<file path="config.mk">
export PLATFORM = sky130hd
export DESIGN_NAME = lpif_txrx_packer
export DESIGN_NICKNAME = d
export VERILOG_FILES = /design/src/rtl/lpif_txrx_pkg.sv /design/src/rtl/lpif_txrx_sync_fifo.sv /design/src/rtl/lpif_txrx_packer.sv
export SDC_FILE = /design/constraint.sdc
export NUM_CORES = 1
export LEC_CHECK = 0
export BUFFER_PORTS_ARGS = -buffer_cell sky130_fd_sc_hd__buf_2
export CORE_MARGIN = 8
export CORE_UTILIZATION = 60
export CTS_CLUSTER_DIAMETER = 100
export DETAILED_ROUTE_END_ITERATION = 8
export PLACE_DENSITY = 0.86
export SETUP_SLACK_MARGIN = 0.1
export SYNTH_ARGS = -nofsm -noshare
export SYNTH_HDL_FRONTEND = slang
export SYNTH_SLANG_ARGS = --single-unit
</file>
<file path="constraint.sdc">
create_clock -name clk_wr_i -period 4.7 [get_ports clk_wr_i]
set_input_delay 0.235 -clock clk_wr_i [delete_from_list [all_inputs] [get_ports clk_wr_i]]
set_output_delay 0.235 -clock clk_wr_i [all_outputs]
set_load 0.02 [all_outputs]
</file>
<file path="src/rtl/lpif_txrx_pkg.sv">
// Shared field geometry and helpers for the LPIF <-> logic-link packer.
// Optional even-parity protection of the link word is enabled by LPIF_TXRX_PARITY_EN.
package lpif_txrx_pkg;

   localparam int STATE_W    = 4;
   localparam int PROTID_W   = 2;
   localparam int STATE_LSB  = 0;
   localparam int PROTID_LSB = STATE_LSB + STATE_W;
   localparam int DATA_LSB   = PROTID_LSB + PROTID_W;
   // state + protid + dvalid + crc_valid + valid
   localparam int CTRL_BITS  = STATE_W + PROTID_W + 3;

   function automatic logic [7:0] sat_inc8(input logic [7:0] cnt);
      logic [7:0] res;
      if (cnt == 8'hFF) begin
         res = cnt;
      end else begin
         res = cnt + 8'd1;
      end
      return res;
   endfunction

endpackage

</file>
<file path="src/rtl/lpif_txrx_sync_fifo.sv">
// TX buffer: DEPTH x WIDTH register FIFO whose head word is held in its own register.
// Callers must only push when not full and only pop when not empty.
module lpif_txrx_sync_fifo #(
   parameter  int WIDTH = 141,
   parameter  int DEPTH = 4,
   localparam int AW    = $clog2(DEPTH),
   localparam int OW    = AW + 1
) (
   input  logic             clk_i,
   input  logic             rst_ni,
   input  logic             push_i,
   input  logic [WIDTH-1:0] din_i,
   input  logic             pop_i,
   output logic [WIDTH-1:0] head_o,
   output logic [OW-1:0]    occ_o
);

   localparam logic [OW-1:0] OCC_ONE = OW'(1);

   logic [WIDTH-1:0] mem_q [DEPTH];
   logic [AW-1:0]    wr_q;
   logic [AW-1:0]    rd_q;
   logic [AW-1:0]    rd_nxt_s;
   logic [OW-1:0]    occ_q;
   logic [WIDTH-1:0] head_q;

   assign rd_nxt_s = rd_q + AW'(1);

   // Storage, pointers, fill level and the registered head word
   always_ff @(posedge clk_i or negedge rst_ni) begin
      if (!rst_ni) begin
         for (int i = 0; i < DEPTH; i++) begin
            mem_q[i] <= '0;
         end
         wr_q   <= '0;
         rd_q   <= '0;
         occ_q  <= '0;
         head_q <= '0;
      end else begin
         if (push_i) begin
            mem_q[wr_q] <= din_i;
            wr_q        <= wr_q + AW'(1);
         end
         if (pop_i) begin
            rd_q <= rd_nxt_s;
         end
         case ({push_i, pop_i})
            2'b10:   occ_q <= occ_q + OCC_ONE;
            2'b01:   occ_q <= occ_q - OCC_ONE;
            default: occ_q <= occ_q;
         endcase
         // Next head comes from storage unless the pushed word becomes the only entry
         if (pop_i && (occ_q > OCC_ONE)) begin
            head_q <= mem_q[rd_nxt_s];
         end else if (push_i && ((occ_q == '0) || (pop_i && (occ_q == OCC_ONE)))) begin
            head_q <= din_i;
         end
      end
   end

   assign head_o = head_q;
   assign occ_o  = occ_q;

endmodule

</file>
<file path="src/rtl/lpif_txrx_packer.sv">
// LPIF <-> logic-link packer: buffered TX packing and registered RX unpacking.
// Define LPIF_TXRX_PARITY_EN to append an even-parity MSB to the link word and check it on RX.
module lpif_txrx_packer
   import lpif_txrx_pkg::*;
#(
   parameter  int DATA_WIDTH = 128,
   parameter  int CRC_WIDTH  = 4,
   parameter  int TX_DEPTH   = 4,
   localparam int BASE_W     = DATA_WIDTH + CRC_WIDTH + CTRL_BITS,
`ifdef LPIF_TXRX_PARITY_EN
   localparam int LL_WIDTH   = BASE_W + 1,
`else
   localparam int LL_WIDTH   = BASE_W,
`endif
   localparam int OCC_W      = $clog2(TX_DEPTH) + 1
) (
   input  logic                  clk_wr_i,
   input  logic                  rst_wr_ni,
   input  logic [STATE_W-1:0]    dstrm_state_i,
   input  logic [PROTID_W-1:0]   dstrm_protid_i,
   input  logic [DATA_WIDTH-1:0] dstrm_data_i,
   input  logic                  dstrm_dvalid_i,
   input  logic [CRC_WIDTH-1:0]  dstrm_crc_i,
   input  logic                  dstrm_crc_valid_i,
   input  logic                  dstrm_valid_i,
   output logic                  dstrm_ready_o,
   output logic [LL_WIDTH-1:0]   txfifo_downstream_data_o,
   output logic                  txfifo_downstream_vld_o,
   input  logic                  txfifo_downstream_rdy_i,
   input  logic [LL_WIDTH-1:0]   rxfifo_upstream_data_i,
   input  logic                  rxfifo_upstream_vld_i,
   output logic [STATE_W-1:0]    ustrm_state_o,
   output logic [PROTID_W-1:0]   ustrm_protid_o,
   output logic [DATA_WIDTH-1:0] ustrm_data_o,
   output logic                  ustrm_dvalid_o,
   output logic [CRC_WIDTH-1:0]  ustrm_crc_o,
   output logic                  ustrm_crc_valid_o,
   output logic                  ustrm_valid_o,
   output logic [OCC_W-1:0]      tx_occupancy_o,
   output logic [7:0]            rx_err_cnt_o,
   input  logic                  m_gen2_mode_i
);

   // Declaration order gives the link layout: state at the LSB, valid at the top
   typedef struct packed {
      logic                  valid;
      logic                  crc_valid;
      logic [CRC_WIDTH-1:0]  crc;
      logic                  dvalid;
      logic [DATA_WIDTH-1:0] data;
      logic [PROTID_W-1:0]   protid;
      logic [STATE_W-1:0]    state;
   } lpif_beat_t;

   localparam logic [OCC_W-1:0] DEPTH_C = OCC_W'(TX_DEPTH);
   localparam int               HALF_W  = DATA_WIDTH / 2;

   lpif_beat_t          tx_beat_s;
   logic [BASE_W-1:0]   tx_base_s;
   logic [LL_WIDTH-1:0] tx_word_s;
   logic [OCC_W-1:0]    tx_occ_s;
   logic                alive_q;
   logic                push_s;
   logic                pop_s;

   // Pack the downstream beat; gen1 beats carry only the lower half of the data
   always_comb begin
      tx_beat_s.state     = dstrm_state_i;
      tx_beat_s.protid    = dstrm_protid_i;
      tx_beat_s.data      = m_gen2_mode_i ? dstrm_data_i
                                          : {{HALF_W{1'b0}}, dstrm_data_i[HALF_W-1:0]};
      tx_beat_s.dvalid    = dstrm_dvalid_i;
      tx_beat_s.crc       = dstrm_crc_i;
      tx_beat_s.crc_valid = dstrm_crc_valid_i;
      tx_beat_s.valid     = 1'b1;
      tx_base_s           = tx_beat_s;
`ifdef LPIF_TXRX_PARITY_EN
      tx_word_s           = {^tx_base_s, tx_base_s};
`else
      tx_word_s           = tx_base_s;
`endif
   end

   // Holds ready low until the first clock edge after reset release
   always_ff @(posedge clk_wr_i or negedge rst_wr_ni) begin
      if (!rst_wr_ni) begin
         alive_q <= 1'b0;
      end else begin
         alive_q <= 1'b1;
      end
   end

   assign dstrm_ready_o           = alive_q && (tx_occ_s < DEPTH_C);
   assign push_s                  = dstrm_valid_i && dstrm_ready_o;
   assign txfifo_downstream_vld_o = (tx_occ_s != '0);
   assign pop_s                   = txfifo_downstream_vld_o && txfifo_downstream_rdy_i;
   assign tx_occupancy_o          = tx_occ_s;

   lpif_txrx_sync_fifo #(
      .WIDTH (LL_WIDTH),
      .DEPTH (TX_DEPTH)
   ) u_tx_fifo (
      .clk_i  (clk_wr_i),
      .rst_ni (rst_wr_ni),
      .push_i (push_s),
      .din_i  (tx_word_s),
      .pop_i  (pop_s),
      .head_o (txfifo_downstream_data_o),
      .occ_o  (tx_occ_s)
   );

   lpif_beat_t          rx_beat_s;
   logic                rx_par_err_s;
   logic                rx_err_s;
   logic [7:0]          err_cnt_d;
   logic [7:0]          err_cnt_q;
   logic [STATE_W-1:0]    st_q;
   logic [PROTID_W-1:0]   pid_q;
   logic [DATA_WIDTH-1:0] data_q;
   logic [CRC_WIDTH-1:0]  crc_q;
   logic                  dvalid_q;
   logic                  crc_valid_q;
   logic                  valid_q;

   assign rx_beat_s = rxfifo_upstream_data_i[BASE_W-1:0];
`ifdef LPIF_TXRX_PARITY_EN
   assign rx_par_err_s = rxfifo_upstream_data_i[LL_WIDTH-1] ^ (^rxfifo_upstream_data_i[BASE_W-1:0]);
`else
   assign rx_par_err_s = 1'b0;
`endif
   // Parity and valid/dvalid errors on one word count once
   assign rx_err_s  = rxfifo_upstream_vld_i && (rx_par_err_s || (rx_beat_s.dvalid && !rx_beat_s.valid));
   assign err_cnt_d = rx_err_s ? sat_inc8(err_cnt_q) : err_cnt_q;

   // Upstream field registers; qualifiers drop when no word arrives, fields hold
   always_ff @(posedge clk_wr_i or negedge rst_wr_ni) begin
      if (!rst_wr_ni) begin
         st_q        <= '0;
         pid_q       <= '0;
         data_q      <= '0;
         crc_q       <= '0;
         dvalid_q    <= 1'b0;
         crc_valid_q <= 1'b0;
         valid_q     <= 1'b0;
         err_cnt_q   <= 8'd0;
      end else begin
         err_cnt_q <= err_cnt_d;
         if (rxfifo_upstream_vld_i) begin
            st_q        <= rx_beat_s.state;
            pid_q       <= rx_beat_s.protid;
            data_q      <= rx_beat_s.data;
            crc_q       <= rx_beat_s.crc;
            dvalid_q    <= rx_beat_s.dvalid && !rx_par_err_s;
            crc_valid_q <= rx_beat_s.crc_valid;
            valid_q     <= rx_beat_s.valid && !rx_par_err_s;
         end else begin
            dvalid_q    <= 1'b0;
            crc_valid_q <= 1'b0;
            valid_q     <= 1'b0;
         end
      end
   end

   assign ustrm_state_o     = st_q;
   assign ustrm_protid_o    = pid_q;
   assign ustrm_data_o      = data_q;
   assign ustrm_crc_o       = crc_q;
   assign ustrm_dvalid_o    = dvalid_q;
   assign ustrm_crc_valid_o = crc_valid_q;
   assign ustrm_valid_o     = valid_q;
   assign rx_err_cnt_o      = err_cnt_q;

endmodule

</file>
==> summary.log, run 1 <==
INFO  sta            setup_viol_count_final=0
INFO  critical_path  cp_top_family=compound AO/OA/AOI/OAI gates
INFO  die            design.die.area=0.06786sqmm
INFO  clock_network  postCtsHoldBufs=263
INFO  clock_network  cts-root-to-sink-buffers=3
INFO  hold_path      holdCritPathClass=input port to flip-flop
INFO  sta            whs=34.78ps
INFO  synth          synth.lib_cells_used.distinct=35
INFO  clock_network  post_cts_sizing=0
INFO  critical_path  r2r_slack=1360ps
INFO  grt            overflow=0
INFO  critical_path  cp_slowest_cell=sky130_fd_sc_hd__buf_4
INFO  layout         layout_commonest_cell=sky130_fd_sc_hd__dfrtp_1
INFO  sta            period_minus_slack=3343ps
INFO  routing        detail_route.iter0.violations=2868
INFO  sta            fmax=299.1MHz
INFO  die            rows=89
INFO  clock_network  postCtsSetupRepairBufs=0
INFO  routing        drt-pass1-iter-count=6
INFO  clock_network  clkLatencyLatePin=640ps
INFO  placed_design  portBuffers=581
INFO  sta            skew_final=29.43ps
INFO  pwr            cellLeakagePower=20.84nW
INFO  placed_design  postPlaceCellArea=0.03924sqmm
INFO  sta            finalCritPeriodShare=0.7113
INFO  clock_network  tritoncts_num_sinks=862
INFO  critical_path  timing_worst_setup_path_type=flip-flop to flip-flop
INFO  pwr            total_power=0.02881W
INFO  critical_path  r2r_cells=7
INFO  grt            maximum_number_of_pins_on_one_net_before_global_route_repair=163
INFO  sta            unrepaired_setup_endpoints_after_global_routing=no
INFO  critical_path  cp.arrival=3900ps
INFO  critical_path  data_required_time_of_the_critical_path=5260ps
INFO  layout         layout.nets=3640
INFO  layout         final_area=0.04477sqmm
INFO  clock_network  clk_transition_reported_paths=60ps
INFO  sta            slew_violations=0
INFO  run            max-cap-violations=0
INFO  die            io-pin-count=582
INFO  critical_path  critPathMaxStageDelay=880ps
INFO  sta            tns=0ps
INFO  layout         layout_common_cells=860 x sky130_fd_sc_hd__dfrtp_1, 579 x sky130_fd_sc_hd__buf_2, 444 x sky130_fd_sc_hd__mux2_2, 325 x sky130_fd_sc_hd__nand2_1, 263 x sky130_fd_sc_hd__dlygate4sd3_1
INFO  grt            number_of_global_route_vias_before_repair=28726
INFO  routing        vias_per_cell=6.363
INFO  critical_path  worst-path-max-fanout=73
INFO  synth          ys.warnings.count=0
INFO  grt            grt_use_total=0.3266
INFO  critical_path  critical_path_buffers_and_inverters=2
INFO  placed_design  place.gp.congestion=0.8607
INFO  status         run_status=finished clean
INFO  critical_path  crit-reg2reg-launch=u_tx_fifo.occ_o[0]
INFO  synth          postSynthNetCount=2870
INFO  critical_path  timing.critical_path.from=u_tx_fifo.occ_o[0]
INFO  synth          sequential_element_share_of_the_synthesized_area=0.6014
INFO  clock_network  ctsRootBufferMaster=sky130_fd_sc_hd__clkbuf_16
INFO  pwr            power_per_cell_area=643.5mW/mm^2
INFO  clock_network  cts-buffers-inserted=87
INFO  sta            tightestPinTransition=1338ps
INFO  die            start_util=0.6078
INFO  critical_path  worstSetupEndpointType=flip-flop
INFO  routing        detail_route.wl_per_cell=27.28um
INFO  routing        sum_of_routed_wire_length_over_all_layers=114600um
INFO  grt            grt_antenna_before_repair=20
INFO  critical_path  r2r-end=u_tx_fifo.head_o[98]
INFO  sta            hold_viol=0
INFO  routing        final_antenna_net_count=0
INFO  clock_network  clock_tree_from_tritoncts=yes
INFO  critical_path  critical_path_depth=7
INFO  die            design.core.area=0.05902sqmm
INFO  synth          synth_cells=2573
INFO  routing        vias=26724
INFO  sta            timing.slew.headroom=0.1080
INFO  synth          post_synth.cell_area_avg=13.94squm
INFO  layout         syn_to_final_growth=24.82%
INFO  clock_network  cts-htree-levels=3
INFO  layout         post_route_cells_drive_above_1_share=0.3934
INFO  critical_path  crit_chain=inv_1 > ha_1 > a21oi_1 > nor2_4 > a21oi_4 > buf_4 > a221o_1
INFO  routing        remaining_drc_errors=0
INFO  critical_path  endpoint=u_tx_fifo.head_o[98]
INFO  die            die_boundary_height=260.5um
INFO  pwr            peakVddDrop=0.4706mV
INFO  synth          syn-cell-area=0.03587sqmm
INFO  die            die_w=260.5um
INFO  synth          synth_seq_cells=862
INFO  placed_design  dp_hpwl=60510um
INFO  critical_path  critical_path_startpoint_category=flip-flop
INFO  grt            grt_pass1_wl=171100um
cell usage after synthesis:
library cell,n,area [sq um]
sky130_fd_sc_hd__mux4_2,141,3176
sky130_fd_sc_hd__xnor2_1,6,52.55
sky130_fd_sc_hd__nand4_1,1,6.260
sky130_fd_sc_hd__a41oi_1,2,17.52
sky130_fd_sc_hd__o21a_1,2,15.01
sky130_fd_sc_hd__buf_4,8,60.06
sky130_fd_sc_hd__mux2i_1,3,30.03
sky130_fd_sc_hd__and2_1,82,513.0
sky130_fd_sc_hd__nand2_2,3,18.77
sky130_fd_sc_hd__conb_1,1,3.750
sky130_fd_sc_hd__ha_1,10,125.1
sky130_fd_sc_hd__nor2_4,1,11.26
sky130_fd_sc_hd__a21oi_1,2,10.01
sky130_fd_sc_hd__and4_1,2,17.52
sky130_fd_sc_hd__a31oi_1,2,12.51
sky130_fd_sc_hd__xor2_1,1,8.760
sky130_fd_sc_hd__o31ai_2,1,12.51
sky130_fd_sc_hd__o21ai_0,258,1291
sky130_fd_sc_hd__a21oi_2,1,8.760
sky130_fd_sc_hd__clkbuf_1,78,292.8
sky130_fd_sc_hd__nor2b_1,3,18.77
sky130_fd_sc_hd__inv_1,7,26.28
sky130_fd_sc_hd__buf_2,89,445.4
sky130_fd_sc_hd__inv_4,1,6.260
sky130_fd_sc_hd__and3_1,1,6.260
sky130_fd_sc_hd__nor2_1,67,251.5
sky130_fd_sc_hd__buf_6,13,146.4
sky130_fd_sc_hd__buf_1,2,7.510
sky130_fd_sc_hd__mux2_2,444,5000
sky130_fd_sc_hd__dfrtp_1,862,21570
sky130_fd_sc_hd__and3b_1,2,17.52
sky130_fd_sc_hd__a221o_1,140,1401
sky130_fd_sc_hd__nand2_1,325,1220
sky130_fd_sc_hd__nand2b_1,7,43.79
sky130_fd_sc_hd__nand3_1,5,25.02
metrics by stage:
| stage | cells | util | setup WS [ps] |
|---|---|---|---|
| 3_5_place_dp | 3764 | 0.6648 | 1427 |
| 4_1_cts | 4179 | 0.7577 | 1366 |
| 2_1_floorplan | 2573 | - | 2684 |
| 3_3_place_gp | 3764 | 0.6648 | 1565 |
| 5_1_grt | 4195 | 0.7584 | 1163 |
| 6_report | 4200 | 0.7586 | 1357 |
cell type report:
class                      count  area [sq um]
timing repair buffer         871          5909
sequential                   862         21580
multi-input combinational   1513         13380
antenna                       21         52.55
fill                        3195         14250
clock buffer                 122          2500
clock inverter                30         352.8
tap                          773         967.2
inverter                       8         32.53
tightest hold or removal path, stage by stage:
cell and delay (ps):
sky130_fd_sc_hd__buf_2 110, sky130_fd_sc_hd__nand2_1 160, sky130_fd_sc_hd__o21ai_0 110
metal layers:
layer  wire, um  global-route usage
met3      10070             0.07369
met4       6775              0.1736
met5         26                   0
met1      39500              0.3909
met2      58220              0.5512
power by group:
part	leakage (nW)	switching [W]	internal (W)
clock network	1.40	0.00305	0.00401
registers	10.9	0.00211	0.0103
logic	8.59	0.00471	0.00463
total	20.8	0.00986	0.0189
sequential cells by signal (all words and copies together), names as in the netlist:
register           count
ustrm_dvalid_o         1
u_tx_fifo.mem_q      564
u_tx_fifo.occ_o        3
ustrm_data_o         128
u_tx_fifo.head_o     141
ustrm_valid_o          1
ustrm_crc_o            4
ustrm_protid_o         2
ustrm_state_o          4
ustrm_crc_valid_o      1
u_tx_fifo.wr_q         2
u_tx_fifo.rd_q         2
rx_err_cnt_o           8
alive_q                1
worst min path at each step:
stage	from	endpoint	cells past startpoint
after floorplan	rst_wr_ni	alive_q	0
after global placement	rst_wr_ni	ustrm_data_o[84]	1
after detailed placement	rst_wr_ni	ustrm_data_o[83]	1
after CTS	dstrm_data_i[72]	u_tx_fifo.mem_q[360]	3
after global routing	dstrm_data_i[124]	u_tx_fifo.mem_q[271]	3
final	dstrm_data_i[124]	u_tx_fifo.mem_q[271]	3
cells by family after synthesis:
kind of cell | after synthesis | synth area share
flops | 862 | 0.6014
mux | 588 | 0.2288
simple gates | 499 | 0.05993
compound gates | 408 | 0.07719
buf+inv | 198 | 0.02745
fa+ha+maj | 10 | 0.003488
xor+xnor | 7 | 0.001709
other cells | 1 | 0.0001045
(Power assumes the default switching activity.)
==> inputs of run 2 (changes only) <==
--- a/config.mk
+++ b/config.mk
@@ -5,12 +5,13 @@
 export SDC_FILE = /design/constraint.sdc
 export NUM_CORES = 1
 export LEC_CHECK = 0
+export ABC_AREA = 1
 export BUFFER_PORTS_ARGS = -buffer_cell sky130_fd_sc_hd__buf_2
 export CORE_MARGIN = 8
-export CORE_UTILIZATION = 60
+export CORE_UTILIZATION = 52
 export CTS_CLUSTER_DIAMETER = 100
 export DETAILED_ROUTE_END_ITERATION = 8
-export PLACE_DENSITY = 0.86
+export PLACE_DENSITY = 0.79
 export SETUP_SLACK_MARGIN = 0.1
 export SYNTH_ARGS = -nofsm -noshare
 export SYNTH_HDL_FRONTEND = slang
==> constraint.sdc (replaced) <==
create_clock -name clk_wr_i -period 2.9 [get_ports clk_wr_i]
set_input_delay 0.145 -clock clk_wr_i [delete_from_list [all_inputs] [get_ports clk_wr_i]]
set_output_delay 0.145 -clock clk_wr_i [all_outputs]
set_load 0.02 [all_outputs]
==> run 2 against run 1 <==
Compared with the run above: global-route usage down 2.8 points; via count up 34%; area after synthesis up 6.7%; clock skew down 3.7 ps; total power up 69%; non-clock buffer count up 72; flip-flop and latch count unchanged; synthesized cell count up 87%; fmax up 43%; cell area up 7.0%; clock-buffer cell count up 7; core utilization down 10 points; critical endpoint is now u_tx_fifo.mem_q[456]; highest routed layer unchanged.
==> summary.log, run 2 <==
INFO  status         run_status=finished clean
INFO  clock_network  tritoncts_num_sinks=862 [unchanged]
INFO  placed_design  place_inst=6110 [+62%]
INFO  layout         post_route_cells_drive_above_1_share=0.1498 [-0.2436]
INFO  synth          synth_area_leaders=sky130_fd_sc_hd__dfrtp_1 56%, sky130_fd_sc_hd__nand2_1 25%, sky130_fd_sc_hd__nand3_1 3.8%
INFO  critical_path  crit-reg2reg-launch=u_tx_fifo.occ_o[2]
INFO  routing        remaining_drc_errors=0 [unchanged]
INFO  critical_path  r2r-end=u_tx_fifo.mem_q[456]
INFO  routing        vias=35937 [+34%]
INFO  pwr            cellLeakagePower=25.67nW [+23%]
INFO  synth          sequential_element_share_of_the_synthesized_area=0.5638 [-0.03753]
INFO  sta            skew_final=25.72ps [-3.703 ps]
INFO  sta            timing.slew.headroom=0.3130 [+0.2050]
INFO  sta            slew_violations=0 [unchanged]
INFO  critical_path  critical_path_startpoint_category=flip-flop
INFO  routing        drt-pass1-iter-count=9 [+3]
INFO  clock_network  post_cts_sizing=0 [unchanged]
INFO  sta            period_minus_slack=2339ps [-1004 ps]
INFO  sta            setup_viol_count_final=0 [unchanged]
INFO  clock_network  cts-htree-levels=3 [unchanged]
INFO  clock_network  postCtsSetupRepairBufs=0 [unchanged]
INFO  sta            fmax=427.5MHz [+43%]
INFO  grt            grt_use_total=0.2990 [-0.02758]
INFO  die            die_w=287.2um [+10%]
INFO  synth          synth_top_flop_cell=sky130_fd_sc_hd__dfrtp_1
INFO  synth          synth_seq_cells=862 [unchanged]
INFO  clock_network  cts-buffers-inserted=91 [+4.6%]
INFO  layout         syn_to_final_growth=25.18%
INFO  synth          synthArstFlopShare=1.000 [unchanged]
INFO  critical_path  r2r_cells=7 [unchanged]
INFO  synth          syn-cell-area=0.03826sqmm [+6.7%]
INFO  critical_path  data_required_time_of_the_critical_path=3430ps [-1830 ps]
INFO  layout         top_register=u_tx_fifo.mem_q
INFO  grt            number_of_global_route_vias_before_repair=35140 [+22%]
INFO  placed_design  portBuffers=581 [unchanged]
INFO  layout         layout_commonest_cell=sky130_fd_sc_hd__nand2_1
INFO  grt            grt_pass1_wl=198700um [+16%]
INFO  critical_path  r2r_slack=560ps [-800 ps]
INFO  layout         layout_common_cells=2556 x sky130_fd_sc_hd__nand2_1, 861 x sky130_fd_sc_hd__dfrtp_1, 578 x sky130_fd_sc_hd__buf_2, 289 x sky130_fd_sc_hd__nand3_1, 288 x sky130_fd_sc_hd__o21ai_0
INFO  sta            unrepaired_setup_endpoints_after_global_routing=no
INFO  layout         final-instance-count-excl-fill=6572 [+56%]
INFO  synth          edff_count_synth=0 [unchanged]
INFO  routing        detail_route.wl_per_cell=19.16um [-30%]
INFO  clock_network  clock_tree_from_tritoncts=yes
INFO  placed_design  dp_hpwl=77440um [+28%]
INFO  critical_path  timing.critical_path.from=u_tx_fifo.occ_o[2]
INFO  die            io-pin-count=582 [unchanged]
INFO  die            start_util=0.5244 [-0.08340]
INFO  critical_path  endpoint=u_tx_fifo.mem_q[456]
INFO  die            die_boundary_height=287.2um [+10%]
INFO  critical_path  timing_worst_setup_path_type=flip-flop to flip-flop
INFO  synth          synth_top_area_cell=sky130_fd_sc_hd__dfrtp_1
INFO  sta            tightestPinTransition=1030ps [-307.5 ps]
INFO  routing        final_antenna_net_count=0 [unchanged]
INFO  critical_path  cp.arrival=2870ps [-1030 ps]
INFO  routing        sum_of_routed_wire_length_over_all_layers=125900um [+9.9%]
INFO  pwr            peakVddDrop=1.383mV [+190%]
INFO  clock_network  clk_transition_reported_paths=60ps [about the same]
INFO  synth          post_synth.cell_area_avg=7.935squm [-43%]
INFO  die            design.core.area=0.07296sqmm [+24%]
INFO  grt            grt_antenna_before_repair=12 [-40%]
INFO  critical_path  worstSetupEndpointType=flip-flop
INFO  grt            overflow=0 [unchanged]
INFO  critical_path  worst-path-max-fanout=130 [+78%]
INFO  layout         flip_flop_count_of_the_largest_register_all_copies_and_words_added=564 [unchanged]
INFO  layout         layout.nets=5825 [+60%]
INFO  synth          synth_largest_type_area_fraction=0.5638 [-0.03753]
INFO  sta            hold_viol=0 [unchanged]
INFO  grt            maximum_number_of_pins_on_one_net_before_global_route_repair=177 [+8.6%]
INFO  synth          synth.lib_cells_used.distinct=27 [-23%]
INFO  die            rows=99 [+11%]
INFO  placed_design  place.gp.congestion=1.083 [+26%]
INFO  synth          ys.warnings.count=0 [unchanged]
INFO  synth          synth.most_common_cell=sky130_fd_sc_hd__nand2_1
INFO  synth          synth_cells=4821 [+87%]
INFO  hold_path      holdCritPathClass=input port to flip-flop
INFO  routing        vias_per_cell=5.468 [-14%]
INFO  synth          synth.top_cells.by_count=2562 x sky130_fd_sc_hd__nand2_1, 862 x sky130_fd_sc_hd__dfrtp_1, 290 x sky130_fd_sc_hd__nand3_1
INFO  sta            tns=0ps [unchanged]
INFO  die            design.die.area=0.08251sqmm [+22%]
INFO  sta            finalCritPeriodShare=0.8066 [+0.09530]
INFO  clock_network  clkLatencyLatePin=650ps [about the same]
INFO  pwr            power_per_cell_area=1016mW/mm^2 [+58%]
INFO  clock_network  ctsRootBufferMaster=sky130_fd_sc_hd__clkbuf_16
INFO  run            max-cap-violations=0 [unchanged]
INFO  clock_network  cts-root-to-sink-buffers=3 [unchanged]
INFO  routing        detail_route.iter0.violations=3506 [+22%]
INFO  synth          postSynthNetCount=5118 [+78%]
==> run 2: cell count changes after synthesis, moves of 72 or more <==
| cell | delta |
|---|---|
| sky130_fd_sc_hd__nand2_1 | +2237 |
| sky130_fd_sc_hd__mux2_2 | -444 |
| sky130_fd_sc_hd__nand3_1 | +285 |
| sky130_fd_sc_hd__o21ai_1 | +269 |
| sky130_fd_sc_hd__mux4_2 | -141 |
| sky130_fd_sc_hd__a221o_1 | -140 |
| sky130_fd_sc_hd__inv_1 | +97 |
| sky130_fd_sc_hd__and2_1 | -82 |
| sky130_fd_sc_hd__clkbuf_1 | +72 |
==> run 2: power by group <==
group	internal, W	switching, W	total [W]	leakage, nW
sequential	0.0164	0.00255	0.0190	11.0
clock	0.00696	0.00494	0.0119	1.51
combinational	0.00593	0.0118	0.0178	13.1
total	0.0293	0.0193	0.0487	25.7
==> run 2: cell type report <==
class	instances	area (sq um)
fillers	5825	25070
well taps	959	1200
clock inverters	37	379.1
diodes	12	30.03
multi-input cells	3524	14740
flip-flops and latches	862	21570
clock buffers	129	2673
inverters	106	406.6
repair buffers	943	6889
==> run 2: cells by family after synthesis <==
logic type	Yosys count	share of synthesized area
compound gates	569	0.07552
xor+xnor	9	0.002060
fa+ha+maj	10	0.003271
buf+inv	435	0.05252
flops	862	0.5638
other cells	1	0.00009802
simple gates	2935	0.3027
==> run 2: stage by stage <==
stage | setup WS [ps] | power (W) | util | hold slack, ps | area [sq um]
after detailed placement | 712.1 | 0.03627 | 0.5752 | 239.2 | 41970
after floorplan | 1006 | 0.03052 | - | -150.6 | 38260
final | 560.8 | 0.04868 | 0.6564 | 48.17 | 47890
after global placement | 799.0 | 0.03561 | 0.5752 | 241.6 | 41970
after CTS | 688.7 | 0.04865 | 0.6560 | 10.02 | 47860
after global routing | 504.5 | 0.05189 | 0.6564 | 49.24 | 47890
==> run 2: per-layer routing <==
layer / vias to the layer above / share of wire / track usage
met4: 2 / 0.032 / 0.1060
met3: 303 / 0.090 / 0.07231
li1: 16638 / - / -
met1: 17359 / 0.41 / 0.4025
met5: - / 0.000064 / 0
met2: 1635 / 0.47 / 0.4719
==> run 2: worst max-delay path, stage by stage, from the launching register on <==
cell and delay, ps:
sky130_fd_sc_hd__dfrtp_1 430, sky130_fd_sc_hd__inv_2 140, sky130_fd_sc_hd__nand2_4 80, sky130_fd_sc_hd__nor2_8 210
sky130_fd_sc_hd__buf_4 320, sky130_fd_sc_hd__nand2_4 250, sky130_fd_sc_hd__buf_12 270, sky130_fd_sc_hd__o21ai_0 360
==> run 2: timing repair <==
action / in CTS / in global routing
hold buffers: 284 / 0
endpoints found under the hold margin: 908 / 0
endpoints found under the setup margin: 0 / 0
==> run 2: worst min path at each step <==
| stage | endpoint | cells after the start | slack (ps) | start |
|---|---|---|---|---|
| global route | u_tx_fifo.head_o[117] | 3 | 50 | m_gen2_mode_i |
| floorplan | alive_q | 0 | -150 | rst_wr_ni |
| global placement | u_tx_fifo.mem_q[230] | 1 | 240 | rst_wr_ni |
| detailed placement | u_tx_fifo.mem_q[230] | 1 | 240 | rst_wr_ni |
| CTS | u_tx_fifo.head_o[72] | 3 | 10 | m_gen2_mode_i |
| finish | u_tx_fifo.head_o[72] | 3 | 50 | m_gen2_mode_i |
